$ cat src/rtl/hazard_ctrl_if.sv
// Pipeline <-> hazard controller bundle: hazard sources in, stall/flush controls
// and statistics out.
interface hazard_ctrl_if #(
  parameter int REG_W = 5,
  parameter int CNT_W = 16
);
  logic             IDEX_MemRead;
  logic [REG_W-1:0] IDEX_rd;
  logic [REG_W-1:0] IFID_rs1;
  logic [REG_W-1:0] IFID_rs2;
  logic             branch_taken;
  logic             imem_ready;
  logic             dmem_req;
  logic             dmem_ready;
  logic             PCstall;
  logic             IFstall;
  logic             IFflush;
  logic             IDEXflush;
  logic             pipe_stall;
  logic             busy_wait;
  logic             mem_timeout;
  logic [CNT_W-1:0] stall_cnt;
  logic [CNT_W-1:0] flush_cnt;

  modport master (
    output IDEX_MemRead, IDEX_rd, IFID_rs1, IFID_rs2, branch_taken,
           imem_ready, dmem_req, dmem_ready,
    input  PCstall, IFstall, IFflush, IDEXflush, pipe_stall,
           busy_wait, mem_timeout, stall_cnt, flush_cnt
  );

  modport slave (
    input  IDEX_MemRead, IDEX_rd, IFID_rs1, IFID_rs2, branch_taken,
           imem_ready, dmem_req, dmem_ready,
    output PCstall, IFstall, IFflush, IDEXflush, pipe_stall,
           busy_wait, mem_timeout, stall_cnt, flush_cnt
  );
endinterface

$ cat src/rtl/hazard_ctrl.sv
// Stall/flush sequencer for the 5-stage core: load-use, branch redirect and
// memory wait handling, with saturating statistics and a sticky wait timeout.
module hazard_ctrl #(
  parameter int REG_W   = 5,
  parameter int CNT_W   = 16,
  parameter int TIMEOUT = 64
) (
  input  logic        clk,
  input  logic        rst,
  hazard_ctrl_if.slave bus
);
  localparam logic [0:0] S_RUN  = 1'b0;
  localparam logic [0:0] S_WAIT = 1'b1;
  localparam int         WC_W   = $clog2(TIMEOUT + 1);

  logic [0:0]       r_state;
  logic [WC_W-1:0]  r_wait_cnt;
  logic             r_timeout;
  logic [CNT_W-1:0] r_stall_cnt;
  logic [CNT_W-1:0] r_flush_cnt;

  logic [REG_W-1:0] w_rd;
  logic             w_mem_wait;
  logic             w_lu_hazard;
  logic             w_pcstall;
  logic             w_ifflush;
  logic             w_idexflush;
  logic             w_pipe_stall;

  assign w_rd        = bus.IDEX_rd;
  assign w_mem_wait  = !bus.imem_ready || (bus.dmem_req && !bus.dmem_ready);
  assign w_lu_hazard = bus.IDEX_MemRead && (w_rd != '0) &&
                       ((w_rd == bus.IFID_rs1) || (w_rd == bus.IFID_rs2));

  // Same priority in both states; MEM_WAIT only differs in busy_wait and the
  // wait counter, so the exit cycle resolves hazards/branches like RUN does.
  always_comb begin
    w_pcstall    = 1'b0;
    w_ifflush    = 1'b0;
    w_idexflush  = 1'b0;
    w_pipe_stall = 1'b0;
    if (!rst) begin
      if (w_mem_wait) begin
        w_pcstall    = 1'b1;
        w_pipe_stall = 1'b1;
      end else if (w_lu_hazard) begin
        w_pcstall    = 1'b1;
        w_idexflush  = 1'b1;
      end else if (bus.branch_taken) begin
        w_ifflush    = 1'b1;
      end
    end
  end

  assign bus.PCstall     = w_pcstall;
  assign bus.IFstall     = w_pcstall;
  assign bus.IFflush     = w_ifflush;
  assign bus.IDEXflush   = w_idexflush;
  assign bus.pipe_stall  = w_pipe_stall;
  assign bus.busy_wait   = !rst && (r_state == S_WAIT);
  assign bus.mem_timeout = r_timeout;
  assign bus.stall_cnt   = r_stall_cnt;
  assign bus.flush_cnt   = r_flush_cnt;

  always_ff @(posedge clk or posedge rst) begin
    if (rst) begin
      r_state    <= S_RUN;
      r_wait_cnt <= '0;
      r_timeout  <= 1'b0;
    end else begin
      case (r_state)
        S_RUN: if (w_mem_wait) begin
          r_state    <= S_WAIT;
          r_wait_cnt <= WC_W'(1);
        end
        default: if (w_mem_wait) begin
          // A wait already TIMEOUT cycles long that is still pending has exceeded it.
          if (r_wait_cnt == WC_W'(TIMEOUT)) r_timeout <= 1'b1;
          else                              r_wait_cnt <= r_wait_cnt + 1'b1;
        end else begin
          r_state    <= S_RUN;
          r_wait_cnt <= '0;
        end
      endcase
    end
  end

  always_ff @(posedge clk or posedge rst) begin
    if (rst) begin
      r_stall_cnt <= '0;
      r_flush_cnt <= '0;
    end else begin
      if (w_pcstall && (r_stall_cnt != '1)) r_stall_cnt <= r_stall_cnt + 1'b1;
      if (w_ifflush && (r_flush_cnt != '1)) r_flush_cnt <= r_flush_cnt + 1'b1;
    end
  end
endmodule
$ cat src/flat_wrapper.sv
// flat-port wrapper written by rule: the top's interface ports become plain ports
module hazard_ctrl_flat 
#(
  parameter int REG_W   = 5,
  parameter int CNT_W   = 16,
  parameter int TIMEOUT = 64
)
  (clk, rst, bus_IDEX_MemRead, bus_IDEX_rd, bus_IFID_rs1, bus_IFID_rs2, bus_branch_taken, bus_imem_ready, bus_dmem_req, bus_dmem_ready, bus_PCstall, bus_IFstall, bus_IFflush, bus_IDEXflush, bus_pipe_stall, bus_busy_wait, bus_mem_timeout, bus_stall_cnt, bus_flush_cnt);
  hazard_ctrl_if #(.REG_W(REG_W), .CNT_W(CNT_W)) bus_i ();
  input  logic clk;
  input  logic rst;
  input wire logic [$bits(bus_i.IDEX_MemRead)-1:0] bus_IDEX_MemRead;
  input wire logic [$bits(bus_i.IDEX_rd)-1:0] bus_IDEX_rd;
  input wire logic [$bits(bus_i.IFID_rs1)-1:0] bus_IFID_rs1;
  input wire logic [$bits(bus_i.IFID_rs2)-1:0] bus_IFID_rs2;
  input wire logic [$bits(bus_i.branch_taken)-1:0] bus_branch_taken;
  input wire logic [$bits(bus_i.imem_ready)-1:0] bus_imem_ready;
  input wire logic [$bits(bus_i.dmem_req)-1:0] bus_dmem_req;
  input wire logic [$bits(bus_i.dmem_ready)-1:0] bus_dmem_ready;
  output wire logic [$bits(bus_i.PCstall)-1:0] bus_PCstall;
  output wire logic [$bits(bus_i.IFstall)-1:0] bus_IFstall;
  output wire logic [$bits(bus_i.IFflush)-1:0] bus_IFflush;
  output wire logic [$bits(bus_i.IDEXflush)-1:0] bus_IDEXflush;
  output wire logic [$bits(bus_i.pipe_stall)-1:0] bus_pipe_stall;
  output wire logic [$bits(bus_i.busy_wait)-1:0] bus_busy_wait;
  output wire logic [$bits(bus_i.mem_timeout)-1:0] bus_mem_timeout;
  output wire logic [$bits(bus_i.stall_cnt)-1:0] bus_stall_cnt;
  output wire logic [$bits(bus_i.flush_cnt)-1:0] bus_flush_cnt;
  assign bus_i.IDEX_MemRead = bus_IDEX_MemRead;
  assign bus_i.IDEX_rd = bus_IDEX_rd;
  assign bus_i.IFID_rs1 = bus_IFID_rs1;
  assign bus_i.IFID_rs2 = bus_IFID_rs2;
  assign bus_i.branch_taken = bus_branch_taken;
  assign bus_i.imem_ready = bus_imem_ready;
  assign bus_i.dmem_req = bus_dmem_req;
  assign bus_i.dmem_ready = bus_dmem_ready;
  assign bus_PCstall = bus_i.PCstall;
  assign bus_IFstall = bus_i.IFstall;
  assign bus_IFflush = bus_i.IFflush;
  assign bus_IDEXflush = bus_i.IDEXflush;
  assign bus_pipe_stall = bus_i.pipe_stall;
  assign bus_busy_wait = bus_i.busy_wait;
  assign bus_mem_timeout = bus_i.mem_timeout;
  assign bus_stall_cnt = bus_i.stall_cnt;
  assign bus_flush_cnt = bus_i.flush_cnt;
  hazard_ctrl #(.REG_W(REG_W), .CNT_W(CNT_W), .TIMEOUT(TIMEOUT)) u_core (.clk(clk), .rst(rst), .bus(bus_i));
endmodule
$ cat config.mk
export PLATFORM = sky130hd
export DESIGN_NAME = hazard_ctrl_flat
export DESIGN_NICKNAME = d
export VERILOG_FILES = /design/src/rtl/hazard_ctrl_if.sv /design/src/rtl/hazard_ctrl.sv /design/src/flat_wrapper.sv
export SDC_FILE = /design/constraint.sdc
export NUM_CORES = 1
export LEC_CHECK = 0
export CAP_MARGIN = 5
export CORE_MARGIN = 3
export CORE_UTILIZATION = 45
export CTS_BUF_LIST = sky130_fd_sc_hd__clkbuf_2
export CTS_CLUSTER_DIAMETER = 50
export DETAILED_ROUTE_END_ITERATION = 8
export DONT_BUFFER_PORTS = 1
export GPL_ROUTABILITY_DRIVEN = 0
export GPL_TIMING_DRIVEN = 0
export HOLD_SLACK_MARGIN = 0.08
export PLACE_DENSITY = 0.72
export SLEW_MARGIN = 5
export SYNTH_ARGS = -nofsm -noshare
export SYNTH_HDL_FRONTEND = slang
export SYNTH_SLANG_ARGS = --single-unit
$ cat constraint.sdc
create_clock -name clk -period 2.02 [get_ports clk]
set_input_delay 0.303 -clock clk [delete_from_list [all_inputs] [get_ports clk]]
set_output_delay 0.303 -clock clk [all_outputs]
set_load 0.01 [all_outputs]
==> summary.md <==
| Metric | Value |
|---|---|
| Fill cells | `417` |
| Core box area | `0.004564 sq mm` |
| Synth unique cells | `33` |
| Net switching power | `0.6554 mW` |
| Post-synth EDFFs | `0` |
| Syn-to-layout area delta | `15.10%` |
| Io pins | `61` |
| Achievable Freq | `510.2 MHz` |
| Clock Power Share | `18.2%` |
| Clock skew | `0.02197 ns` |
| Row count | `24` |
| Synthesized area | `0.002230 sq mm` |
| Cell Int Power | `1.236 mW` |
| Clock-pin slew on the worst setup and hold paths | `0.20 ns` |
| Htree depth | `2` |
| Number of buffers added on ports | `0` |
| DRT iter0 DRCs | `122` |
| Net Sw Frac | `34.65%` |
| Total gr overflow | `0` |
| Synth Net Count | `250` |
| Layout net count | `268` |
| DR vias/cell | `5.471` |
| R2R depth | `6` |
| Vias post-DR | `1685` |
| Async SR Flop Fraction | `100.0%` |
| Global-route wire length before repair | `7672 um` |
| WP data required | `2.32 ns` |
| R2R Path End | `u_core.bus.stall_cnt[1]` |
| Yosys Warn Count | `0` |
| Reg2reg setup slack | `0.06 ns` |
| Post-DRT Antenna Nets | `0` |
| Slew @ Worst Pin | `0.5307 ns` |
| CTS Buf Count | `5` |
| Max Cap Viol | `0` |
| Power Density | `737.1 mW/mm^2` |
| Most common flop cell mapped by yosys | `dfrtp_1` |
| Hold-critical path depth | `2` |
| 1st-pass router iterations | `4` |
| Hold path startpoint | `rst` |
| Slew Limit Fails | `0` |
| Initial Utilization | `48.85%` |
| Largest net degree at the start of global routing | `33` |
| Final setup fails | `0` |
| Flops & latches, synth | `41` |
| Vias in the first global route | `1672` |
| Hold Crit Class | `in -> reg` |
| Seq pwr share | `61.7%` |
| WL/cell | `15.32 um` |
| CP Launch Type | `register` |
| Storage element area | `0.001033 sq mm` |
| Multi-input gate area | `0.001214 sq mm` |
| Antenna diodes | `0` |
| Post-layout min period | `1.960 ns` |
| Kind of critical path | `reg -> reg` |
| Insertion delay of the later-clocked pin in the worst-skew pair | `0.39 ns` |
| Worst Path Arrival | `2.26 ns` |
| Max_slew headroom | `64.29%` |
| Die X | `76.39 um` |
| Final Hold Viols | `0` |
| Tot Pwr | `1.892 mW` |
| Leak Pwr | `1.162 nW` |
| Max clock buf depth | `2` |
| Gate power share | `20.1%` |
| Outcome | `finished, final reports clean` |
| Mean Syn Cell Area | `9.954 sq um` |
| WHS Endpoint | `u_core.bus.stall_cnt[12]` |
| Proportion of layout cells with a drive suffix above 1 | `20.16%` |
| DIE AREA | `0.005835 sq mm` |
| Reg2reg start | `u_core.bus.stall_cnt[5]` |
| Critical Path Sink Type | `register` |
| Hpwl dp | `3296 um` |
| Die Ht | `76.39 um` |
| CTS Root Cell | `clkbuf_2` |
| Worst vdd ir | `619.3 uV` |
| Gate Count Post-Synth | `224` |
| CTS tree | `yes` |
| GRT Resource Usage Total | `15.82%` |
| Sequential-to-total area share from yosys stat | `46.02%` |
| TritonCTS Sinks | `41` |
| Final worst-path cycle share | `97.03%` |
| Unrepaired setup endpoints after global routing | `yes` |
| WL final | `4720 um` |
| DRC violations left | `0` |
| Initial antenna violation count | `0` |
| Maximum fanout along the worst path | `6` |
| Util after Layout | `56.22%` |
[Yosys cell counts (3+ instances only)]
cell type,number,area [sq um]
nor4b_1,3,26.28
a21oi_1,3,15.01
nand4_1,7,43.79
xnor2_1,15,131.4
nor3b_1,4,30.03
xor2_1,24,210.2
and3_1,12,75.07
nand3_1,20,100.1
o21ai_0,9,45.04
nor3_1,5,25.02
nor2_1,15,56.30
nor4_1,10,62.56
nand2_1,15,56.30
clkbuf_1,3,11.26
and2_1,3,18.77
nand2b_1,3,18.77
mux2_2,4,45.04
inv_1,8,30.03
ha_1,4,50.05
dfrtp_1,41,1026
[critical path: stages (launching register included)]
cell	delay, ns
dfrtp_1	0.51
nand4_1	0.25
nor3b_4	0.34
and3_4	0.25
nor2_4	0.07
nand2_1	0.12
mux2_2	0.34
[cell families (layout without fill, tap and decap cells)]
| kind of cell | Yosys count | count (layout) | synth area share (%) |
|---|---|---|---|
| AO/OA/AOI/OAI | 20 | 20 | 6.453 |
| XOR/XNOR | 39 | 39 | 15.32 |
| adder cells (fa/ha/maj) | 4 | 4 | 2.245 |
| buffers and inverters | 13 | 32 | 2.694 |
| flip-flops | 41 | 41 | 46.02 |
| multiplexers | 4 | 4 | 2.020 |
| AND/OR/NAND/NOR | 103 | 103 | 25.25 |
[cells in the final DEF (no fill, tap or decap), drive strengths merged, types with 3 or more instances in the layout]
cell,n
clkbuf,9
nand3,20
nand2b,3
xor2,24
mux2,4
nor4b,3
buf,12
and2,3
ha,4
nand2,15
xnor2,15
a21oi,3
nor3,5
inv,8
nor3b,4
nand4,7
nor2,15
o21ai,11
and3,12
dfrtp,41
nor4,11
[registers in the layout (all words and copies together), names as in the netlist]
| register | count |
|---|---|
| u_core.bus.flush_cnt | 16 |
| u_core.bus.mem_timeout | 1 |
| u_core.bus.stall_cnt | 16 |
| u_core.r_state | 1 |
| u_core.r_wait_cnt | 7 |
[stage by stage]
| step | hold WS (ns) | cell area [sq um] | instances | worst slack [ns] | setup TNS [ns] |
|---|---|---|---|---|---|
| global placement | 0.5175 | 2313 | 289 | -0.2909 | -4.178 |
| floorplan | 0.4767 | 2232 | 224 | 0.02711 | 0 |
| finish | 0.1755 | 2566 | 308 | 0.05995 | 0 |
| CTS | 0.1611 | 2449 | 300 | 0.0009857 | 0 |
| detailed placement | 0.1398 | 2333 | 290 | -0.2730 | -4.053 |
| global route | 0.1432 | 2566 | 308 | -0.06999 | -0.1034 |
[worst max-delay path by stage]
stage                             from  slack (ns)  cells past startpoint                 endpoint
2_1_floorplan  u_core.bus.stall_cnt[0]        0.03                      7  u_core.bus.stall_cnt[1]
3_3_place_gp                       rst       -0.29                      3              bus_PCstall
3_5_place_dp   u_core.bus.stall_cnt[0]       -0.27                      7  u_core.bus.stall_cnt[1]
4_1_cts                 bus_IDEX_rd[0]       0.001                      6              bus_PCstall
5_1_grt        u_core.bus.stall_cnt[5]       -0.07                      6  u_core.bus.stall_cnt[1]
6_report       u_core.bus.stall_cnt[5]        0.06                      6  u_core.bus.stall_cnt[1]
[area by class of cell]
cell class / count / area share [%]
timing repair buffer: 11 / 4.486
inverter: 8 / 1.170
tap: 65 / 3.169
clock buffer: 6 / 1.170
buffer: 5 / 2.048
sequential: 41 / 40.27
clock inverter: 2 / 0.3901
multi-input combinational: 170 / 47.29
[power by group through the flow]
stage / Sequential, mW / Combinational [mW] / Clock (mW)
floorplan: 1.12 / 0.260 / 0
global placement: 1.16 / 0.301 / 0
detailed placement: 1.16 / 0.315 / 0
CTS: 1.15 / 0.333 / 0.362
global route: 1.19 / 0.435 / 0.394
finish: 1.17 / 0.381 / 0.344
[routing by layer]
| layer | routed length [um] | global-route usage (%) | part of all wire, % | vias up |
|---|---|---|---|---|
| li1 | - | - | - | 829 |
| met1 | 2042 | 19.73 | 43 | 805 |
| met2 | 2325 | 26.19 | 49 | 46 |
| met3 | 319 | 5.674 | 6.8 | 5 |
| met4 | 32 | 3.804 | 0.68 | 0 |
| met5 | 0 | 0 | 0 | - |
[timing repair]
item / in CTS / in global routing
buffers inserted: 1 / 7
endpoints found under the hold margin: 42 / 0
hold buffers: 1 / 0
endpoints found under the setup margin: 27 / 17
pin swaps: 3 / 8
cloned: 0 / 1
gates resized for setup: 14 / 12
(Power assumes the default switching activity.)
